`config.mk`:
```
export PLATFORM = sky130hd
export DESIGN_NAME = branch_pred_unit
export DESIGN_NICKNAME = d
export VERILOG_FILES = /design/src/rtl/branch_pred_unit_pkg.sv /design/src/rtl/bpu_table.sv /design/src/rtl/branch_pred_unit.sv
export SDC_FILE = /design/constraint.sdc
export NUM_CORES = 1
export LEC_CHECK = 0
export CORE_ASPECT_RATIO = 1.1
export CORE_UTILIZATION = 42
export DETAILED_ROUTE_END_ITERATION = 10
export SYNTH_ARGS = -nofsm -noshare
export SYNTH_HDL_FRONTEND = slang
export SYNTH_SLANG_ARGS = --single-unit
```
`constraint.sdc`:
```
create_clock -name clk -period 6.1 [get_ports clk]
set_clock_uncertainty 0.1 [all_clocks]
set_input_delay 0.915 -clock clk [delete_from_list [all_inputs] [get_ports clk]]
set_output_delay 0.915 -clock clk [all_outputs]
set_load 0.01 [all_outputs]
```
`src/rtl/branch_pred_unit_pkg.sv`:
```
// Shared opcode/funct constants, counter encodings and decode helpers for the
// branch prediction unit and its table.
package branch_pred_unit_pkg;

    localparam logic [5:0] OP_RTYPE = 6'b000000;
    localparam logic [5:0] OP_J     = 6'b000010;
    localparam logic [5:0] OP_JAL   = 6'b000011;
    localparam logic [5:0] OP_BEQ   = 6'b000100;
    localparam logic [5:0] OP_BNE   = 6'b000101;

    localparam logic [5:0] FN_JR    = 6'b001000;
    localparam logic [5:0] FN_JALR  = 6'b001001;

    typedef enum logic [1:0] {
        CTR_SNT = 2'b00,
        CTR_WNT = 2'b01,
        CTR_WT  = 2'b10,
        CTR_ST  = 2'b11
    } ctr_t;

    typedef enum logic [2:0] {
        CF_NONE,
        CF_BEQ,
        CF_BNE,
        CF_J,
        CF_JAL,
        CF_JR,
        CF_JALR
    } cf_kind_t;

    typedef enum logic [1:0] {
        WR_BR_TAKEN,
        WR_BR_NOT,
        WR_JUMP
    } wr_op_t;

    function automatic cf_kind_t decode_cf(input logic [5:0] op, input logic [5:0] funct);
        cf_kind_t k;
        k = CF_NONE;
        case (op)
            OP_BEQ:   k = CF_BEQ;
            OP_BNE:   k = CF_BNE;
            OP_J:     k = CF_J;
            OP_JAL:   k = CF_JAL;
            OP_RTYPE: begin
                if (funct == FN_JR)
                    k = CF_JR;
                else if (funct == FN_JALR)
                    k = CF_JALR;
            end
            default:  k = CF_NONE;
        endcase
        return k;
    endfunction

    // Two-bit saturating step towards taken or not-taken.
    function automatic ctr_t ctr_step(input ctr_t c, input logic taken);
        ctr_t n;
        n = c;
        if (taken) begin
            if (c != CTR_ST)
                n = ctr_t'(2'(c) + 2'd1);
        end else begin
            if (c != CTR_SNT)
                n = ctr_t'(2'(c) - 2'd1);
        end
        return n;
    endfunction

endpackage

```
`src/rtl/bpu_table.sv`:
```
// Direct-mapped prediction table: one combinational read port and one
// synchronous read-modify-write update port.
module bpu_table
    import branch_pred_unit_pkg::*;
#(
    parameter int unsigned DATA_W = 32,
    parameter int unsigned IDX_W  = 4,
    parameter int unsigned TAG_W  = 8
) (
    input  logic              clk,
    input  logic              rst,
    input  logic [IDX_W-1:0]  rd_idx,
    output logic              rd_valid,
    output logic [TAG_W-1:0]  rd_tag,
    output ctr_t              rd_ctr,
    output logic [DATA_W-1:0] rd_target,
    input  logic              wr_en,
    input  logic [IDX_W-1:0]  wr_idx,
    input  logic [TAG_W-1:0]  wr_tag,
    input  logic [DATA_W-1:0] wr_target,
    input  wr_op_t            wr_op
);

    localparam int unsigned DEPTH = 1 << IDX_W;

    logic              valid_q  [DEPTH];
    logic [TAG_W-1:0]  tag_q    [DEPTH];
    ctr_t              ctr_q    [DEPTH];
    logic [DATA_W-1:0] target_q [DEPTH];

    logic wr_hit;

    assign rd_valid  = valid_q[rd_idx];
    assign rd_tag    = tag_q[rd_idx];
    assign rd_ctr    = ctr_q[rd_idx];
    assign rd_target = target_q[rd_idx];

    assign wr_hit = valid_q[wr_idx] && (tag_q[wr_idx] == wr_tag);

    // Hit/miss is resolved here against the stored tag so the read port stays free for fetch.
    always_ff @(posedge clk) begin
        if (!rst) begin
            for (int unsigned i = 0; i < DEPTH; i++) begin
                valid_q[i]  <= 1'b0;
                tag_q[i]    <= '0;
                ctr_q[i]    <= CTR_WNT;
                target_q[i] <= '0;
            end
        end else if (wr_en) begin
            case (wr_op)
                WR_BR_TAKEN: begin
                    if (wr_hit) begin
                        ctr_q[wr_idx] <= ctr_step(ctr_q[wr_idx], 1'b1);
                    end else begin
                        valid_q[wr_idx] <= 1'b1;
                        tag_q[wr_idx]   <= wr_tag;
                        ctr_q[wr_idx]   <= CTR_WT;
                    end
                    target_q[wr_idx] <= wr_target;
                end
                WR_BR_NOT: begin
                    if (wr_hit) begin
                        ctr_q[wr_idx]    <= ctr_step(ctr_q[wr_idx], 1'b0);
                        target_q[wr_idx] <= wr_target;
                    end
                end
                WR_JUMP: begin
                    valid_q[wr_idx]  <= 1'b1;
                    tag_q[wr_idx]    <= wr_tag;
                    ctr_q[wr_idx]    <= CTR_ST;
                    target_q[wr_idx] <= wr_target;
                end
                default: ;
            endcase
        end
    end

endmodule

```
`src/rtl/branch_pred_unit.sv`:
```
// Fetch-side branch prediction lookup plus resolve-stage branch/jump
// evaluation, misprediction redirect, link control and table training.
module branch_pred_unit
    import branch_pred_unit_pkg::*;
#(
    parameter int unsigned DATA_W = 32,
    parameter int unsigned IDX_W  = 4,
    parameter int unsigned TAG_W  = 8
) (
    input  logic              clk,
    input  logic              rst,
    input  logic              i_stall,
    input  logic [DATA_W-1:0] i_if_pc,
    output logic              o_pred_taken,
    output logic [DATA_W-1:0] o_pred_target,
    input  logic              i_valid,
    input  logic [5:0]        i_op,
    input  logic [5:0]        i_funct,
    input  logic [DATA_W-1:0] i_pc,
    input  logic [DATA_W-1:0] i_sign_ext,
    input  logic [DATA_W-1:0] i_jump_address,
    input  logic [DATA_W-1:0] i_rs_reg,
    input  logic [DATA_W-1:0] i_rt_reg,
    input  logic              i_pred_taken,
    input  logic [DATA_W-1:0] i_pred_target,
    output logic              os_redirect,
    output logic [DATA_W-1:0] o_redirect_addr,
    output logic              os_write_pc,
    output logic              os_select_addr_reg,
    output logic [DATA_W-1:0] o_pc_to_reg,
    output logic [31:0]       o_mispred_cnt
);

    logic              rd_valid;
    logic [TAG_W-1:0]  rd_tag;
    ctr_t              rd_ctr;
    logic [DATA_W-1:0] rd_target;
    logic              lk_taken;

    cf_kind_t          kind;
    logic              act_taken;
    logic [DATA_W-1:0] act_target;

    logic [DATA_W-1:0] upd_pc;
    logic              wr_en;
    wr_op_t            wr_op;

    logic [31:0]       cnt_q;
    logic              unused_bits;

    bpu_table #(
        .DATA_W (DATA_W),
        .IDX_W  (IDX_W),
        .TAG_W  (TAG_W)
    ) u_table (
        .clk       (clk),
        .rst       (rst),
        .rd_idx    (i_if_pc[IDX_W-1:0]),
        .rd_valid  (rd_valid),
        .rd_tag    (rd_tag),
        .rd_ctr    (rd_ctr),
        .rd_target (rd_target),
        .wr_en     (wr_en),
        .wr_idx    (upd_pc[IDX_W-1:0]),
        .wr_tag    (upd_pc[IDX_W+TAG_W-1:IDX_W]),
        .wr_target (act_target),
        .wr_op     (wr_op)
    );

    assign lk_taken = rd_valid && (rd_tag == i_if_pc[IDX_W+TAG_W-1:IDX_W]) && rd_ctr[1];

    always_comb begin
        o_pred_taken  = 1'b0;
        o_pred_target = '0;
        if (rst && lk_taken) begin
            o_pred_taken  = 1'b1;
            o_pred_target = rd_target;
        end
    end

    always_comb begin
        kind       = decode_cf(i_op, i_funct);
        act_taken  = 1'b0;
        act_target = '0;
        case (kind)
            CF_BEQ: begin
                act_taken  = (i_rs_reg == i_rt_reg);
                act_target = i_pc + i_sign_ext;
            end
            CF_BNE: begin
                act_taken  = (i_rs_reg != i_rt_reg);
                act_target = i_pc + i_sign_ext;
            end
            CF_J, CF_JAL: begin
                act_taken  = 1'b1;
                act_target = i_jump_address;
            end
            CF_JR, CF_JALR: begin
                act_taken  = 1'b1;
                act_target = i_rs_reg;
            end
            default: ;
        endcase
    end

    // A bubble carrying a taken prediction still sent fetch astray, so it redirects back to i_pc.
    always_comb begin
        os_redirect        = 1'b0;
        o_redirect_addr    = '0;
        os_write_pc        = 1'b0;
        os_select_addr_reg = 1'b0;
        o_pc_to_reg        = '0;
        if (rst) begin
            if (i_valid) begin
                os_redirect     = (act_taken != i_pred_taken) ||
                                  (act_taken && (act_target != i_pred_target));
                o_redirect_addr = act_taken ? act_target : i_pc;
                if (kind == CF_JAL) begin
                    os_write_pc        = 1'b1;
                    os_select_addr_reg = 1'b1;
                    o_pc_to_reg        = i_pc;
                end else if (kind == CF_JALR) begin
                    os_write_pc = 1'b1;
                    o_pc_to_reg = i_pc;
                end
            end else if (i_pred_taken) begin
                os_redirect     = 1'b1;
                o_redirect_addr = i_pc;
            end
        end
    end

    // i_pc is one word past the resolving instruction; the table is keyed on its own PC.
    assign upd_pc = i_pc - DATA_W'(1);

    always_comb begin
        wr_en = 1'b0;
        wr_op = WR_BR_NOT;
        if (rst && i_valid && !i_stall) begin
            case (kind)
                CF_BEQ, CF_BNE: begin
                    wr_en = 1'b1;
                    wr_op = act_taken ? WR_BR_TAKEN : WR_BR_NOT;
                end
                CF_J, CF_JAL: begin
                    wr_en = 1'b1;
                    wr_op = WR_JUMP;
                end
                default: ;
            endcase
        end
    end

    always_ff @(posedge clk) begin
        if (!rst)
            cnt_q <= '0;
        else if (os_redirect && !i_stall && (cnt_q != '1))
            cnt_q <= cnt_q + 32'd1;
    end

    assign o_mispred_cnt = cnt_q;

    assign unused_bits = ^{i_if_pc, upd_pc, rd_ctr};

endmodule
```
# After elaboration in Yosys (flattened, before gate mapping)

Memory sizes are Yosys's and may differ from the RTL's.
Cells that the tools add are included.

Add/sub/neg operators: 5
Multiplexer cells: 82
Reduce and logical (&&, ||, !) cells: 23
Bitwise gates (word level): 7
Equality and inequality tests: 22

Operators with widths:

| kind                                                                  | count |
|---|---|
| 32-bit two-way mux                                                    | 12 |
| 32-bit one-hot mux with 3 select lines                                | 1 |
| 32-bit inequality test                                                | 2 |
| 1-bit two-way mux                                                     | 43 |
| 32-bit by 1-bit adder with 32-bit output (second input constant)      | 1 |
| 32-bit adder                                                          | 1 |
| 32-bit == test                                                        | 1 |
| 32-bit inequality test (second input constant)                        | 1 |
| 32-bit OR reduction                                                   | 1 |
| 2-bit two-way mux                                                     | 15 |
| 8-bit == test                                                         | 2 |
| 4-bit two-way mux                                                     | 4 |
| 8-bit two-way mux                                                     | 2 |
| 3-bit one-hot mux with 5 select lines                                 | 1 |
| 6-bit by 2-bit == test with 1-bit output (second input constant)      | 2 |
| 6-bit by 3-bit == test with 1-bit output (second input constant)      | 2 |
| 6-bit by 4-bit == test with 1-bit output (second input constant)      | 2 |
| 12-bit by 1-bit subtractor with 12-bit output (second input constant) | 1 |
| 3-bit == test (second input constant)                                 | 3 |
| 1-bit logical AND                                                     | 9 |
| 2-bit OR reduction                                                    | 4 |
| 4-bit OR reduction                                                    | 2 |
| 8-bit OR reduction                                                    | 1 |
| 1-bit OR                                                              | 7 |
| 17 further kinds                                                      | 19 |

Memories: 4
Output and inout bits: 132
Bits in registers: 32
RAM bits: 688
Word-level logic and storage cells: 144

Memories:

| memory           | depth | bits a word | read ports | clocked after Yosys merged registers in | wr ports | line            | source |
|---|---|---|---|---|---|---|---|
| u_table.target_q | 16    | 32          | 1          | 0                                       | 16       | bpu_table.sv:29 | `logic [DATA_W-1:0] target_q [DEPTH];` |
| u_table.tag_q    | 16    | 8           | 2          | 0                                       | 16       | bpu_table.sv:27 | `logic [TAG_W-1:0] tag_q [DEPTH];` |
| u_table.ctr_q    | 16    | 2           | 2          | 0                                       | 16       | bpu_table.sv:28 | `ctr_t ctr_q [DEPTH];` |
| u_table.valid_q  | 16    | 1           | 2          | 0                                       | 16       | bpu_table.sv:26 | `logic valid_q [DEPTH];` |

# Logic depth before layout (Yosys ltp)

Gate-level depths: netlist of run 1.

Depth in word-level cells: 20
Depth in mapped cells: 20

# Hierarchy

A second synthesis of run 1 with hierarchy kept.

Cells, all modules: 3043
Area total of the unflattened synthesis: 39843.2 um^2

By module, submodules not included:

| module           | times used | sequential area each (um^2) | cells an instance | area each (um^2) |
|---|---|---|---|---|
| bpu_table        | 1          | 20499.7                     | 1993              | 32642.6 |
| branch_pred_unit | 1          | 640.6                       | 1050              | 7200.7 |

# Worst setup path before layout of run 1

OpenSTA, ideal clock, no wires.

Kind: input to register
Start point: input port i_pc[0]
End point: memory u_table.target_q[7][0] (enable)
Arrival time: 6136 ps
Cell stages on the path: 18
Required time: 5611 ps
Slack: -526 ps
Path buffers: 7
Path through: buf_2 -> buf_2 -> clkbuf_1 -> inv_1 -> ha_1 -> buf_2 -> xor2_1 -> buf_4 -> mux4_2 -> xor2_1 -> nand4_1 -> nor3_1 -> o21ai_0 -> a21oi_1 -> buf_2 -> nand3_1 -> clkbuf_1 -> nand2_1

RTL lines:

| item        | line                   | source |
|---|---|---|
| from (decl) | branch_pred_unit.sv:19 | `input logic [DATA_W-1:0] i_pc,` |
| to (decl)   | bpu_table.sv:29        |  |

# Worst setup path after layout of run 1

Start point: input port i_pc[6]
End point: output port os_redirect

Word-level cells in the longest chain between the ends: 7

Ends and longest elaborated chain:

| item                                   | line                                           | source |
|---|---|---|
| 32-bit adder                           | branch_pred_unit.sv:88, branch_pred_unit.sv:92 |  |
| 32-bit one-hot mux with 3 select lines | branch_pred_unit.sv:85                         | `case (kind)` |
| 32-bit inequality test                 | branch_pred_unit.sv:116                        | `(act_taken && (act_target != i_pred_target));` |
| 1-bit logical AND                      | branch_pred_unit.sv:116                        |  |
| 1-bit logical OR                       | branch_pred_unit.sv:115                        | `os_redirect = (act_taken != i_pred_taken) \|\|` |
| 1-bit two-way mux                      | branch_pred_unit.sv:114                        | `if (i_valid) begin` |
| 1-bit two-way mux                      | branch_pred_unit.sv:113                        | `if (rst) begin` |
| to (decl)                              | branch_pred_unit.sv:26                         | `output logic os_redirect,` |

No other way between the ends.

==> flow_summary.toml, run 1 <==
[route]
dr.pass1.iters = 5
drt_iter0_drc = 2962
drc_errors = 0
viasPerCell = 5.949
routed_wirelength_mm = 134.1
drt.antenna.violating_nets = 0
drt-wirelength-per-cell_um = 28.81
vias = 27680

[grt]
grt_pass1_vias = 27790
track_usage_pct = 29.82
grt_pass1_wl_mm = 191.6
antenna_found_initial = 7
grt_max_degree = 129
overflow = 0

[setup_path]
critPathRequiredTime_ps = 5080
worstReg2RegStart = "u_table.tag_q[12][3]"
critPathLaunch = "i_pc[6]"
critPathArrivalTime_ps = 5010
worstRegToRegCells = 11
end_kind = "output pin"
critPathLaunchType = "input port"
crit_fanout = 5
worstSetupPathType = "in -> out"

[layout]
drive_gt1_share_pct = 21.79
multi_input_area_sq_um = 14950
area_growth_pct = 26.49
final-seq-area_sq_um = 21140
nNetsFinal = 3717
fillCellCount = 7294
final_core_util_pct = 53.91

[sta]
slew_headroom_pct = 39.99
worstMarginPinSlew_ps = 898.3
hold_violations = 0
layout_min_cycle_time_ps = 6029
setup_viol = 0
grt_setup_unrepaired = "yes"
period_share_pct = 98.83
fin_hold_ws_ps = 378.7
slew_violations = 0
fmax_ghz = 0.1659

[floorplanning]
die_x_um = 284.8
rows = 113
fp.dieArea_sq_um = 89150
top_level_ports = 373
start_util_pct = 42.63
core_sq_um = 86670
die_h_um = 313.1

[synth]
ys_seq_elements = 720
synth-seq-area-share_pct = 57.22
synth_cells = 2929
yosysTopAreaCellShare_pct = 54.62
synth_nets = 3207
syn-cell-area_sq_um = 36940
async_flop_share_pct = 0
syn-mean-instance-area_sq_um = 12.61
synthTopCellsByArea = "edfxtp_1 55%, mux4_2 16%, nor2_1 7.5%"
yosys.area.top_type = "edfxtp_1"
yosys_warnings = 0
synth_cell_types = 85
synth_edf_count = 672
synth_top_flop_cell = "edfxtp_1"

[hold_path]
hold_start = "u_table.valid_q[12]"
whs_path_depth = 2
hp-class = "reg -> reg"

[placement]
dp_hpwl_mm = 94.45
numPortBuffers = 352
gp_congestion = 0.9849

[cts]
cts_tree = "yes"
clock_sinks = 720
postCtsHoldBufs = 0
cts_buffer_depth = 3
clock_tree.root_cell = "clkbuf_16"
clk_pin_slew_ps = 60
cts_buffers = 78
clock_latency_ps = 640
cts_max_level = 3

[power]
peakVddDrop_v = 0.0002311
leakagePower_nw = 15.76
p_per_area_nw_per_um2 = 255.1

[outcome]
status = "completed"

[run]
maxCapViolCount = 0
registers in the layout (all words and copies together), names as in the netlist:
signal,count
u_table.tag_q,128
u_table.valid_q,16
u_table.target_q,512
o_mispred_cnt,32
u_table.ctr_q,32
final timing paths:
kind | slack [ps] | end
min reg2reg | 380 | u_table.valid_q[12]
max reg2reg | 1880 | u_table.tag_q[8][6]
max | 70 | os_redirect
min | 380 | u_table.valid_q[12]
power by group:
group | total, mW | internal [mW] | switching [mW]
clock network | 4.64 | 2.68 | 1.96
logic | 1.60 | 0.756 | 0.843
registers | 5.68 | 5.60 | 0.0738
cells by family (layout without fill, tap and decap cells):
family / after synthesis / in the layout / synth area share [%]
simple gates: 1241 / 1241 / 14.70
compound gates: 283 / 283 / 5.121
fa+ha+maj: 37 / 37 / 1.273
xor+xnor: 112 / 112 / 2.655
other cells: 0 / 6 / 0
buf+inv: 261 / 829 / 2.926
flops: 720 / 720 / 57.22
mux: 275 / 275 / 16.10
routing by layer:
layer	vias up	GRT usage [%]	part of all wire, %
met1	14210	39.92	39
met3	202	4.512	8.5
li1	11820	-	-
met5	-	0	0
met4	0	9.812	3.0
met2	1449	49.82	49
layout make-up:
type	count	area share [%]
Multi-Input combinational cell	1948	32.00
Sequential cell	720	45.24
Timing Repair Buffer	659	14.06
Clock buffer	103	4.557
Tap cell	1150	3.079
Clock inverter	35	0.7658
Inverter	32	0.2571
Antenna cell	6	0.03213
timing repair:
item / CTS / global route
gates cloned: 0 / 0
hold endpoints to repair: 0 / 0
endpoints found under the setup margin: 1 / 3
pin swaps: 12 / 14
setup buffers: 2 / 2
resized for setup: 11 / 18
cells in the final DEF (no fill, tap or decap), types with 5 or more instances in the layout:
master and n:
o21a_1 7, nand3_1 42, and2_1 44, inv_1 30
clkbuf_16 81, or3_1 11, mux4_2 255, a21o_1 15
xnor2_1 43, nor2_1 734, a21oi_1 93, mux2i_1 17
dfxtp_1 48, nand4_1 31, o211ai_1 17, and3_1 21
clkbuf_1 20, buf_12 60, diode_2 6, nand2_2 15
clkinv_2 5, clkdlybuf4s50_1 342, edfxtp_1 672, bufinv_16 5
clkinv_1 15, o21bai_1 5, buf_4 249, nand3_2 14
o21ai_0 44, nor2b_1 55, ha_1 33, a22o_1 17
nand2_1 181, xor2_1 67, nand2b_1 28, a211oi_1 8
a22oi_1 10, nor3_1 18, nor4_1 15, a21oi_2 16
per-stage QoR:
step / setup TNS (ps) / setup slack, ps / std cells / power [mW] / area [sq um]
5_1_grt: -58.10 / -58.10 / 4653 / 12.24 / 46730
3_3_place_gp: -382.2 / -382.2 / 4506 / 7.328 / 44110
6_report: 0 / 71.35 / 4653 / 11.92 / 46730
2_1_floorplan: 0 / 100.4 / 2929 / 6.577 / 37000
3_5_place_dp: -394.5 / -394.5 / 4506 / 7.355 / 44110
4_1_cts: 0 / 4.941 / 4646 / 11.97 / 46630
synth_stat cells, drive strengths merged (31+ instances only):
| master | number |
|---|---|
| a21oi | 110 |
| and2 | 46 |
| buf | 85 |
| clkbuf | 144 |
| dfxtp | 48 |
| edfxtp | 672 |
| ha | 36 |
| inv | 31 |
| mux4 | 255 |
| nand2 | 197 |
| nand3 | 56 |
| nand4 | 31 |
| nor2 | 735 |
| nor2b | 55 |
| o21ai | 51 |
| xnor2 | 44 |
| xor2 | 68 |
worst max-delay path, cell delays in order:
cell,delay [ps]
clkdlybuf4s50_1,450
ha_2,410
nand2_1,160
o31a_1,370
o31a_1,310
nand4b_1,220
nand4_1,300
nor4_1,300
or4b_4,490
or4_4,530
nor4_4,260
nor2_1,100
buf_2,190
(Power assumes the default switching activity.)
==> run 2: changes to the inputs <==
DONT_BUFFER_PORTS = 1   (was not set)
==> run 2 against run 1 <==
Setup slack gained 72 ps. Critical path depth grew 1. Final area shrank 12%. Register-to-register slack lost 90 ps. Global-route usage shrank 0.87 points. First-iteration DRC count grew 15%. Count of clock-buffer cells in the layout shrank 7. Utilization shrank 6.3 points. Critical endpoint unchanged.
==> flow_summary.toml, run 2 (synthesized netlist as in run 1, its figures left out) <==
[setup_path]
path_common_cell = "and3_1"
max_stage_delay_ps = 540
worstPathCellList = "ha_1 -> inv_1 -> fa_1 -> nand2b_1 -> a21oi_2 -> o21ai_1 -> and3_1 -> o21ai_0 -> and3_1 -> o2111ai_1 -> or4b_1 -> or4_4 -> nor4_4 -> nor2_1"
crit_fanout = 51
critPathRequiredTime_ps = 5080
worstReg2RegStart = "u_table.tag_q[13][2]"
path_buf_inv = 1
critPathArrivalTime_ps = 4940
worstSetupPathType = "in -> out"
critPathLaunch = "i_pc[0]"
crit_slowest_cell = "or4_4"
end_kind = "output pin"
critPathLaunchType = "input port"
critPathTopFamily = "simple AND/OR/NAND/NOR gates"

[cts]
cts_buffers = 76
cts_buffer_depth = 3
cts_setup_buffers = 0
clock_tree.root_cell = "clkbuf_16"
cts_max_level = 3
clk_pin_slew_ps = 60
clock_sinks = 720
clock_latency_ps = 650
postCtsHoldBufs = 0
cts-resized-gates = 0
cts_tree = "yes"

[power]
p_per_area_nw_per_um2 = 278.9
leakagePower_nw = 13.38
p_total_mw = 11.50
peakVddDrop_v = 0.0002256

[floorplanning]
die_x_um = 284.8
rows = 113
core_sq_um = 86670
die_h_um = 313.1
start_util_pct = 42.63
fp.dieArea_sq_um = 89150
top_level_ports = 373

[grt]
grt_max_degree = 165
grt_pass1_vias = 25570
overflow = 0
grt_pass1_wl_mm = 184.8
track_usage_pct = 28.95
antenna_found_initial = 9

[route]
drc_errors = 0
dr.pass1.iters = 6
drt_iter0_drc = 3419
routed_wirelength_mm = 129.9
viasPerCell = 6.238
drt-wirelength-per-cell_um = 31.40
drt.antenna.violating_nets = 0
vias = 25800

[layout]
area_growth_pct = 11.62
nNetsFinal = 3199
multi_input_area_sq_um = 14860
final_core_util_pct = 47.58
fillCellCount = 7660
drive_gt1_share_pct = 19.36
final_cell_mix = "734 x nor2_1, 672 x edfxtp_1, 255 x mux4_2"
largest_registers = "u_table.target_q (512), u_table.tag_q (128)"
largest_register = "u_table.target_q"
largest_register_ff_count = 512
final-seq-area_sq_um = 21140
final_common_cell = "nor2_1"

[sta]
slew_violations = 0
period_share_pct = 97.66
setup_viol = 0
grt_setup_unrepaired = "no"
slew_headroom_pct = 15.80
final.setup.tns_ps = 0
fmax_ghz = 0.1679
hold_violations = 0
worst_slack_ps = 143.0
worstMarginPinSlew_ps = 1263
layout_min_cycle_time_ps = 5957

[placement]
numPortBuffers = 0
place_ws_ps = 273.2
dp_hpwl_mm = 86.91
gp_congestion = 0.9692

[run]
maxCapViolCount = 0

[hold_path]
hp-class = "in -> reg"
hold_start = "rst"

[outcome]
status = "completed"
[run 2: cell types whose count changed in the layout (fill, tap and decap cells not counted), sizes merged, moves of 4 or more]
| cell | delta |
|---|---|
| clkdlybuf4s50 | -342 |
| buf | -171 |
| clkinv | +9 |
| clkbuf | -7 |
| inv | -4 |
[run 2: per-layer routing]
metal	routed length, um	share of wire [%]	GRT usage [%]	vias up
met5	64	0.049	0	-
met4	4831	3.7	11.14	10
met3	13360	10	6.354	242
met2	62160	48	47.29	1525
met1	49430	38	37.74	13250
li1	-	-	-	10770
[run 2: worst reg2reg max path: cells and delay by family (launching register included)]
family,cells,cell delay (ps)
DFF,1,410
xor gates and xnor gates,1,200
buffers and inverters,2,580
muxes,2,1010
and+or+nand+nor,4,1080
AOI/OAI and AO/OA,2,560
[run 2: path summary, 6_finish.rpt]
path,to,slack [ps],depth (start not counted)
min,u_table.valid_q[2],340,2
max,os_redirect,140,14
min reg2reg,u_table.valid_q[2],380,2
max reg2reg,u_table.target_q[14][20],1790,11
[run 2: cell type report]
| class | count | area share (%) |
|---|---|---|
| Timing Repair Buffer | 143 | 2.785 |
| Clock buffer | 96 | 4.891 |
| Sequential cell | 720 | 51.27 |
| Clock inverter | 42 | 1.208 |
| Tap cell | 1150 | 3.489 |
| Antenna cell | 4 | 0.02427 |
| Inverter | 32 | 0.2913 |
| Multi-Input combinational cell | 1948 | 36.05 |
[run 2: report_power, final]
part / internal [mW] / total (mW) / switching, mW / leakage (nW)
logic: 0.503 / 1.16 / 0.653 / 5.43
registers: 5.60 / 5.68 / 0.0732 / 6.73
clock network: 2.60 / 4.67 / 2.07 / 1.21
total: 8.71 / 11.5 / 2.79 / 13.4
[run 2: per-stage QoR]
stage | hold WS (ps) | cells | cell area (sq um)
after global placement | 355.1 | 3993 | 38710
after CTS | 283.1 | 4131 | 41230
after global routing | 322.1 | 4132 | 41230
final | 343.3 | 4135 | 41240
after floorplan | 341.5 | 2929 | 37000
after detailed placement | 360.1 | 3993 | 38710
